**config.mk**
```make
export PLATFORM = sky130hd
export DESIGN_NAME = select_adder_arbiter
export DESIGN_NICKNAME = d
export VERILOG_FILES = /design/src/rtl/select_adder_arbiter.sv
export SDC_FILE = /design/constraint.sdc
export NUM_CORES = 1
export LEC_CHECK = 0
export CORE_MARGIN = 2
export CORE_UTILIZATION = 42
export DETAILED_ROUTE_END_ITERATION = 10
export GPL_ROUTABILITY_DRIVEN = 0
export HOLD_SLACK_MARGIN = 0.15
export PLACE_DENSITY = 0.87
export SLEW_MARGIN = 20
export SYNTH_ARGS = -nofsm -noshare
export SYNTH_HDL_FRONTEND = slang
export SYNTH_SLANG_ARGS = --single-unit
```
**constraint.sdc**
```tcl
create_clock -name clk -period 6.2 [get_ports clk]
set_input_delay 0.93 -clock clk [delete_from_list [all_inputs] [get_ports clk]]
set_output_delay 0.93 -clock clk [all_outputs]
set_load 0.005 [all_outputs]
```
**src/rtl/select_adder_arbiter.sv**
```systemverilog
// select_adder_arbiter: round-robin sharing of one pipelined adder with tagged, one-hot responses
module select_adder_arbiter #(
  parameter int N_REQ = 4,
  parameter int WIDTH = 8,
  parameter int LAT   = 2
) (
  input  logic                       clk,
  input  logic                       reset_n,
  input  logic                       issue_en,
  input  logic [N_REQ-1:0]           req_valid,
  output logic [N_REQ-1:0]           req_ready,
  input  logic [N_REQ*WIDTH-1:0]     req_a,
  input  logic [N_REQ*WIDTH-1:0]     req_b,
  input  logic [N_REQ-1:0]           req_cin,
  output logic [WIDTH-1:0]           add_a,
  output logic [WIDTH-1:0]           add_b,
  output logic                       add_cin,
  input  logic [WIDTH-1:0]           add_sum,
  input  logic                       add_cout,
  output logic [N_REQ-1:0]           rsp_valid,
  output logic [WIDTH-1:0]           rsp_sum,
  output logic                       rsp_cout,
  output logic [$clog2(LAT+2)-1:0]   inflight
);
  localparam int IW = $clog2(N_REQ);
  localparam int CW = $clog2(LAT+2);
  logic [IW-1:0] ptr, gnt_idx, cand;
  logic          found;
  logic [LAT:0]  tag_v;
  logic [IW-1:0] tag_i [LAT+1];
  // Grant the first valid requester after the previous winner; a grant is the handshake
  always_comb begin
    found = 1'b0;
    gnt_idx = '0;
    cand = '0;
    req_ready = '0;
    for (int k = 1; k <= N_REQ; k++) begin
      cand = IW'((int'(ptr) + k) % N_REQ);
      if (!found && issue_en && reset_n && req_valid[cand]) begin
        found = 1'b1;
        gnt_idx = cand;
      end
    end
    if (found) req_ready[gnt_idx] = 1'b1;
  end
  // Operand registers feed the adder; idle cycles present zeros
  always_ff @(posedge clk or negedge reset_n) begin
    if (!reset_n) begin
      add_a <= '0;
      add_b <= '0;
      add_cin <= 1'b0;
      ptr <= IW'(N_REQ-1);
    end else begin
      add_a <= found ? req_a[int'(gnt_idx)*WIDTH +: WIDTH] : '0;
      add_b <= found ? req_b[int'(gnt_idx)*WIDTH +: WIDTH] : '0;
      add_cin <= found & req_cin[gnt_idx];
      ptr <= found ? gnt_idx : ptr;
    end
  end
  // Tag pipe tracks which requester owns each adder slot, one stage past the adder latency
  always_ff @(posedge clk or negedge reset_n) begin
    if (!reset_n) begin
      tag_v <= '0;
      for (int k = 0; k <= LAT; k++) tag_i[k] <= '0;
    end else begin
      tag_v <= {tag_v[LAT-1:0], found};
      tag_i[0] <= gnt_idx;
      for (int k = 1; k <= LAT; k++) tag_i[k] <= tag_i[k-1];
    end
  end
  // Capture the adder result for the tag leaving the pipe and strobe its owner
  always_ff @(posedge clk or negedge reset_n) begin
    if (!reset_n) begin
      rsp_valid <= '0;
      rsp_sum <= '0;
      rsp_cout <= 1'b0;
    end else begin
      rsp_valid <= tag_v[LAT] ? N_REQ'(1) << tag_i[LAT] : '0;
      if (tag_v[LAT]) {rsp_cout, rsp_sum} <= {add_cout, add_sum};
    end
  end
  // Outstanding-op count: up on accept, down on response
  always_ff @(posedge clk or negedge reset_n) begin
    if (!reset_n) inflight <= '0;
    else inflight <= inflight + CW'(found) - CW'(tag_v[LAT]);
  end
endmodule
```
==> summary.txt, run 1 <==
MIN PATH
------------------------------------------------------------------------------------------------------
Launch point of the worst hold path                                                           tag_i[4]
Type of the tightest min-delay check                                                      register to register

PLACEMENT
------------------------------------------------------------------------------------------------------
Post-DP Area                                                                                  3370 um2
Placed Cells incl. Taps                                                                            372
Count of port buffers added during placement                                                       119
DP Wirelength                                                                                  4120 um

CRITICAL PATH
------------------------------------------------------------------------------------------------------
Startpoint of the lowest-slack register-to-register path                                        ptr[0]
Arrival time of data at the critical path endpoint                                             3750 ps
Critical path required time                                                                    5270 ps
Peak fanout along the critical path                                                                 29
Kind of capture point of the worst setup path                                             primary output
Type of the worst setup path                                                              input port to primary output
Beginning of the critical path                                                            req_valid[1]
Worst setup SP type                                                                         input port

TIMING
------------------------------------------------------------------------------------------------------
Actual transition at the worst max-transition pin                                               823 ps
Setup TNS                                                                                         0 ps
Worst Skew                                                                                     9.11 ps
Final clock period utilization by the worst path                                                 75.5%
Setup-failing EPs final                                                                              0
Maximum achievable frequency                                                                   214 MHz
Setup repair after global routing missed its margin                                                 no
Max-Slew Margin vs Limit                                                                         45.1%
Number of failing hold endpoints at the final stage                                                  0
Clock period minus final worst setup slack                                                     4680 ps
Fin. max-slew vios                                                                                   0

LOGIC SYNTHESIS
------------------------------------------------------------------------------------------------------
Number of distinct library cells after synthesis                                                    36
Part of the Yosys area used for sequential elements                                              49.9%
Synthesized area per cell                                                                     11.2 um2
Warnings from Yosys                                                                                  0
Share of flip-flops with an asynchronous set or reset after synthesis                             100%
Top-area cell type share of the netlist area                                                     47.5%
Number of instances in the synthesized netlist                                                     193
Most used flip-flop cell after synthesis                                                       dfrtp_1
Most numerous cell in the Yosys netlist                                                        dfrtp_1
Top post-synthesis cells by area                                                          dfrtp_1, mux2i_1, mux2_2, nor2_1, o21a_1
Number of flops mapped to enable cells by yosys                                                      0
Top cell types by occurrence after synthesis                                              dfrtp_1, mux2i_1, nor2_1
Post-synth top area cell                                                                       dfrtp_1
Net count of the mapped netlist                                                                    279
Synthesis-stage register bit count                                                                  43
Syn Std Cell Area                                                                             2160 um2

FLOORPLAN
------------------------------------------------------------------------------------------------------
I/O pin total                                                                                      120
Core area                                                                                     5040 um2
Initial Utilization                                                                              42.8%
Area of the die                                                                               5730 um2
Die X-Extent                                                                                   75.7 um
Number of rows created at floorplan                                                                 26
Die boundary height                                                                            75.7 um

POWER AND IR DROP
------------------------------------------------------------------------------------------------------
Share of total power consumed by net switching                                                   33.2%
Net switching power                                                                             380 uW
Overall power of the completed layout                                                          1.15 mW
Areal power density over the cells                                                          331 nW/um2
Sequential share of power                                                                        37.3%
Static leakage                                                                                 1.54 nW
Portion of total power attributed to the clock network                                           15.8%
Combinational Power Share                                                                        46.9%
Internal power component                                                                        765 uW
Peak supply drop                                                                              0.163 mV

ROUTE
------------------------------------------------------------------------------------------------------
Antenna-violating nets left                                                                          0
First-pass DRT Iterations                                                                            4
DRC violations left                                                                                  0
Total wirelength of the detailed-routed design                                                 5470 um
Post-detailed-route via-to-cell ratio                                                             5.09
First-iteration detailed-routing DRC count                                                         104
Routed WL per cell                                                                             14.4 um
Via count                                                                                        1,935

CTS
------------------------------------------------------------------------------------------------------
CTS HTree Levels                                                                                     2
Clock latency reported for the late side of the worst-skew pair                                 290 ps
Clock sink count                                                                                    43
Clock transition at the register clock pins on the worst setup and hold paths after CTS          90 ps
Maximum clock path buffer count                                                                      2
Post-CTS Resized                                                                                     0
Post-CTS setup repair buffer count                                                                   0
Clock tree from TritonCTS                                                                        built
Cell chosen for the clock root                                                                clkbuf_8
Total CTS buffers                                                                                    5
Post-CTS Hold Buffers                                                                                0

JOB
------------------------------------------------------------------------------------------------------
Max cap viols                                                                                        0

FINISH
------------------------------------------------------------------------------------------------------
Share of final-layout standard cells stronger than drive strength 1                              9.35%
Inserted Diodes                                                                                      0
Total non-filler cell area in the finished layout                                             3460 um2
Layout Utilization                                                                               68.7%
Final-stage net count                                                                              395
Post-route insts no fill                                                                           380
Layout overhead on the synthesized area                                                          60.4%

GLOBAL ROUTING
------------------------------------------------------------------------------------------------------
Initial antenna violation count                                                                      0
Global Route Usage Sum                                                                           20.0%
Number of global-route vias before repair                                                        1,853
Global-route wire length before repair                                                         8510 um
Largest net degree at the start of global routing                                                   47
Global route total overflow                                                                          0

OUTCOME
------------------------------------------------------------------------------------------------------
Run status                                                                                complete, no violations

[metal layers]
| layer | track usage [%] | wire length, um | vias to the layer above |
|---|---|---|---|
| met1 | 25.8 | 2300 | 890 |
| met3 | 7.54 | 600 | 7 |
| met2 | 31.3 | 2500 | 111 |
| met5 | 0 | 0 | - |
| li1 | - | - | 927 |
| met4 | 6.63 | 70 | 0 |
[cells in the final DEF (no fill, tap or decap), drive strengths merged, types with 4 or more instances in the layout]
cell type,count
nor2,26
inv,6
buf,4
dfrtp,41
o21a,11
nand2,11
o22ai,8
o32ai,9
mux2i,28
clkdlybuf4s50,118
clkbuf,5
mux2,10
[cell families after synthesis]
group / after synthesis / synth area share, %
and+or+nand+nor: 51 / 10.8
buffers and inverters: 18 / 5.10
muxes: 38 / 18.2
adders and majority gates: 2 / 1.16
DFF: 43 / 49.9
AOI/OAI and AO/OA: 38 / 13.6
xor gates and xnor gates: 3 / 1.22
[area by class of cell]
type	instances	area (um2)
Clock buffer	5	68.8
Fill cell	394	1580
Sequential cell	43	1080
Clock inverter	3	23.8
Multi-Input combinational cell	132	977
Tap cell	70	87.6
Timing Repair Buffer	122	1210
Inverter	5	18.8
[power groups by stage]
stage          combinational (mW)  clock (mW)  sequential [mW]
2_1_floorplan               0.342           0            0.415
3_3_place_gp                0.531           0            0.431
3_5_place_dp                0.543           0            0.435
4_1_cts                     0.545       0.185            0.430
5_1_grt                     0.592       0.199            0.440
6_report                    0.537       0.181            0.428
[through the flow]
step                      hold slack (ps)  worst slack, ps
final                                 351             1520
after global routing                  365             1370
after CTS                             357             1510
after detailed placement              335             1520
after global placement                331             1580
after floorplan                       331             3090
[critical path, cell delays in order]
cell and delay, ps:
clkdlybuf4s50_1 570, nor2_1 90, o21ai_0 230, o31a_1 260
o22a_2 700, inv_2 270, nor2_1 160, clkdlybuf4s50_1 520
[sequential cells by signal, indices dropped and copies added (netlist names), 2 cells and up]
| register | count |
|---|---|
| add_a | 8 |
| add_b | 8 |
| rsp_sum | 8 |
| tag_i | 6 |
| rsp_valid | 4 |
| tag_v | 3 |
| inflight | 2 |
| ptr | 2 |
[worst paths after layout]
path                            depth (start not counted)  slack [ps]            to
worst min-delay path                                    0         350      tag_i[2]
worst min register to register                          0         350      tag_i[2]
worst max-delay path                                    8        1520  req_ready[0]
worst max register to register                          7        3480      add_a[5]
max in group asynchronous                               2        5080        ptr[1]
min in group asynchronous                               2         740      add_a[2]
(Power assumes the default switching activity.)
==> run 2, diff against run 1 <==
CORE_UTILIZATION = 39   (was 42)
PLACE_DENSITY = 0.82   (was 0.87)
clock period = 4.55 ns   (was 6.2 ns; I/O delays follow)
==> run 2 against run 1 <==
Worst hold slack worse by 150 ps; critical path depth stayed put; setup slack worse by 710 ps; cell area is 0.51% higher; clock skew hardly changed; count of clock-buffer cells in the layout stayed put; sequential power is 37% higher; non-clock buffer count is 2 higher; combinational power is 38% higher; first-iteration DRC count is 16% lower; register-to-register slack worse by 1500 ps.
==> summary.txt, run 2 (synthesized netlist as in run 1, its figures left out) <==
TIMING
------------------------------------------------------------------------------------------------------
Worst Skew                                                                                     9.11 ps   +0.00891 ps
Setup TNS                                                                                         0 ps   unchanged
Max-Slew Margin vs Limit                                                                         64.3%   +19 points
Fin. max-slew vios                                                                                   0   unchanged
Clock period minus final worst setup slack                                                     3750 ps
Setup repair after global routing missed its margin                                                 no
Final clock period utilization by the worst path                                                 82.3%
Worst Slack Setup Final                                                                         804 ps   -714 ps
Actual transition at the worst max-transition pin                                               535 ps   -287 ps
Worst hold margin                                                                               198 ps   -153 ps
Number of failing hold endpoints at the final stage                                                  0   unchanged
Maximum achievable frequency                                                                   267 MHz
Setup-failing EPs final                                                                              0   unchanged

CTS
------------------------------------------------------------------------------------------------------
Cell chosen for the clock root                                                                clkbuf_8
Clock latency reported for the late side of the worst-skew pair                                 300 ps   about the same
Total CTS buffers                                                                                    5   unchanged
Post-CTS Hold Buffers                                                                                0   unchanged
Post-CTS setup repair buffer count                                                                   0   unchanged
Clock tree from TritonCTS                                                                        built
Post-CTS Resized                                                                                     0   unchanged
CTS HTree Levels                                                                                     2   unchanged
Clock transition at the register clock pins on the worst setup and hold paths after CTS          90 ps   about the same
Clock sink count                                                                                    43   unchanged
Maximum clock path buffer count                                                                      2   unchanged

CRITICAL PATH
------------------------------------------------------------------------------------------------------
Type of the worst setup path                                                              input port to primary output
Crit path depth                                                                                      8   unchanged
Arrival time of data at the critical path endpoint                                             3060 ps   -690 ps
Cell chain of the critical path                                                           clkdlybuf4s50_1, nor2_1, o21ai_0, o31a_1, o22a_2, inv_2, nor2_1, clkdlybuf4s50_1
Worst setup SP type                                                                         input port
Cell class contributing the biggest share of worst-path delay                             buffers and inverters
Kind of capture point of the worst setup path                                             primary output
Reg2Reg Depth                                                                                        7   unchanged
Delay of the slowest cell on the worst path                                                     580 ps   -120 ps
Critical path required time                                                                    3870 ps   -1400 ps
Crit path max-delay cell type                                                             clkdlybuf4s50_1
Peak fanout along the critical path                                                                 12   -59%
CP bufs+invs                                                                                         3   unchanged

FINISH
------------------------------------------------------------------------------------------------------
Multi-input combinational cell area                                                            977 um2   unchanged
Layout overhead on the synthesized area                                                          61.2%
Inserted Diodes                                                                                      0   unchanged
Layout fillers                                                                                     444   +13%
Share of final-layout standard cells stronger than drive strength 1                              9.94%   +0.58 points
Most common library cell in the layout ignoring fill and taps                             clkdlybuf4s50_1
Footprint of the flip-flops and latches                                                       1080 um2   unchanged
Commonest non-fill, non-tap cells in the layout                                           clkdlybuf4s50_1, dfrtp_1, mux2i_1, nor2_1, o21a_1
Total non-filler cell area in the finished layout                                             3480 um2   +0.51%
Largest registers                                                                         add_a (8), add_b (8), rsp_sum (8)
Final-stage net count                                                                              397   +0.51%

GLOBAL ROUTING
------------------------------------------------------------------------------------------------------
Largest net degree at the start of global routing                                                   41   -13%
Number of global-route vias before repair                                                        1,938   +4.6%
Global-route wire length before repair                                                         9430 um   +11%
Global Route Usage Sum                                                                           19.8%   -0.25 points
Initial antenna violation count                                                                      0   unchanged
Global route total overflow                                                                          0   unchanged

FLOORPLAN
------------------------------------------------------------------------------------------------------
Number of rows created at floorplan                                                                 27   +3.8%
Die X-Extent                                                                                   78.4 um   +3.6%
Area of the die                                                                               6150 um2   +7.3%
I/O pin total                                                                                      120   unchanged
Core area                                                                                     5440 um2   +7.9%
Initial Utilization                                                                              39.7%   -3.1 points
Die boundary height                                                                            78.4 um   +3.6%

POWER AND IR DROP
------------------------------------------------------------------------------------------------------
Areal power density over the cells                                                          453 nW/um2   +37%
Static leakage                                                                                 1.55 nW   +0.57%
Net switching power                                                                             528 uW   +39%
Sequential share of power                                                                        37.2%   about the same
Combinational Power Share                                                                        47.0%   about the same
Portion of total power attributed to the clock network                                           15.8%   about the same
Peak supply drop                                                                              0.214 mV   +32%
Share of total power consumed by net switching                                                   33.5%   +0.34 points
Internal power component                                                                       1.05 mW   +37%

ROUTE
------------------------------------------------------------------------------------------------------
Total wirelength of the detailed-routed design                                                 5830 um   +6.6%
Post-detailed-route via-to-cell ratio                                                             4.99   -2.0%
DRC violations left                                                                                  0   unchanged
First-pass DRT Iterations                                                                            4   unchanged
Via count                                                                                        1,917   -0.93%
Routed WL per cell                                                                             15.2 um   +5.5%
Antenna-violating nets left                                                                          0   unchanged
First-iteration detailed-routing DRC count                                                          87   -16%

PLACEMENT
------------------------------------------------------------------------------------------------------
Post-DP Area                                                                                  3390 um2   +0.52%
Post-Place Worst Slack                                                                          822 ps   -699 ps
Count of port buffers added during placement                                                       119   unchanged
DP Wirelength                                                                                  4550 um   +11%

OUTCOME
------------------------------------------------------------------------------------------------------
Run status                                                                                complete, no violations

JOB
------------------------------------------------------------------------------------------------------
Max cap viols                                                                                        0   unchanged

MIN PATH
------------------------------------------------------------------------------------------------------
Type of the tightest min-delay check                                                      input port to asynchronous set/reset pin

## run 2: metrics by stage
stage	utilization, %	cells	power, mW
global placement	62.3	376	1.32
global route	64.0	384	1.69
floorplan	-	193	1.03
detailed placement	62.3	376	1.34
CTS	64.0	384	1.59
finish	64.0	384	1.58
## run 2: layer usage
layer  vias up  track usage (%)  share of wire [%]
met5         -                0                  0
met4         0             3.86               0.84
met3         6             6.67                8.8
met2        99             33.5                 47
met1       884             24.7                 43
li1        928                -                  -
## run 2: path summary, 6_finish.rpt
path,endpoint,slack [ps],from
worst max-delay path,req_ready[0],800,req_valid[1]
worst min-delay path,add_a[2],200,reset_n
worst max register to register,add_b[3],1990,ptr[0]
worst min register to register,tag_v[1],350,tag_v[0]
max in group asynchronous,ptr[0],3620,reset_n
min in group clk,tag_v[1],350,tag_v[0]
## run 2: cell type report
type / instances / share of cell area, %
well taps: 72 / 2.59
clock buffers: 5 / 1.98
repair buffers: 124 / 35.2
clock inverters: 3 / 0.683
flip-flops and latches: 43 / 31.0
multi-input cells: 132 / 28.1
inverters: 5 / 0.539
## run 2: power groups by stage
| stage | Combinational (mW) | Clock, mW | Sequential, mW |
|---|---|---|---|
| floorplan | 0.465 | 0 | 0.565 |
| global route | 0.809 | 0.277 | 0.601 |
| CTS | 0.750 | 0.256 | 0.586 |
| global placement | 0.733 | 0 | 0.587 |
| detailed placement | 0.746 | 0 | 0.594 |
| finish | 0.741 | 0.249 | 0.586 |
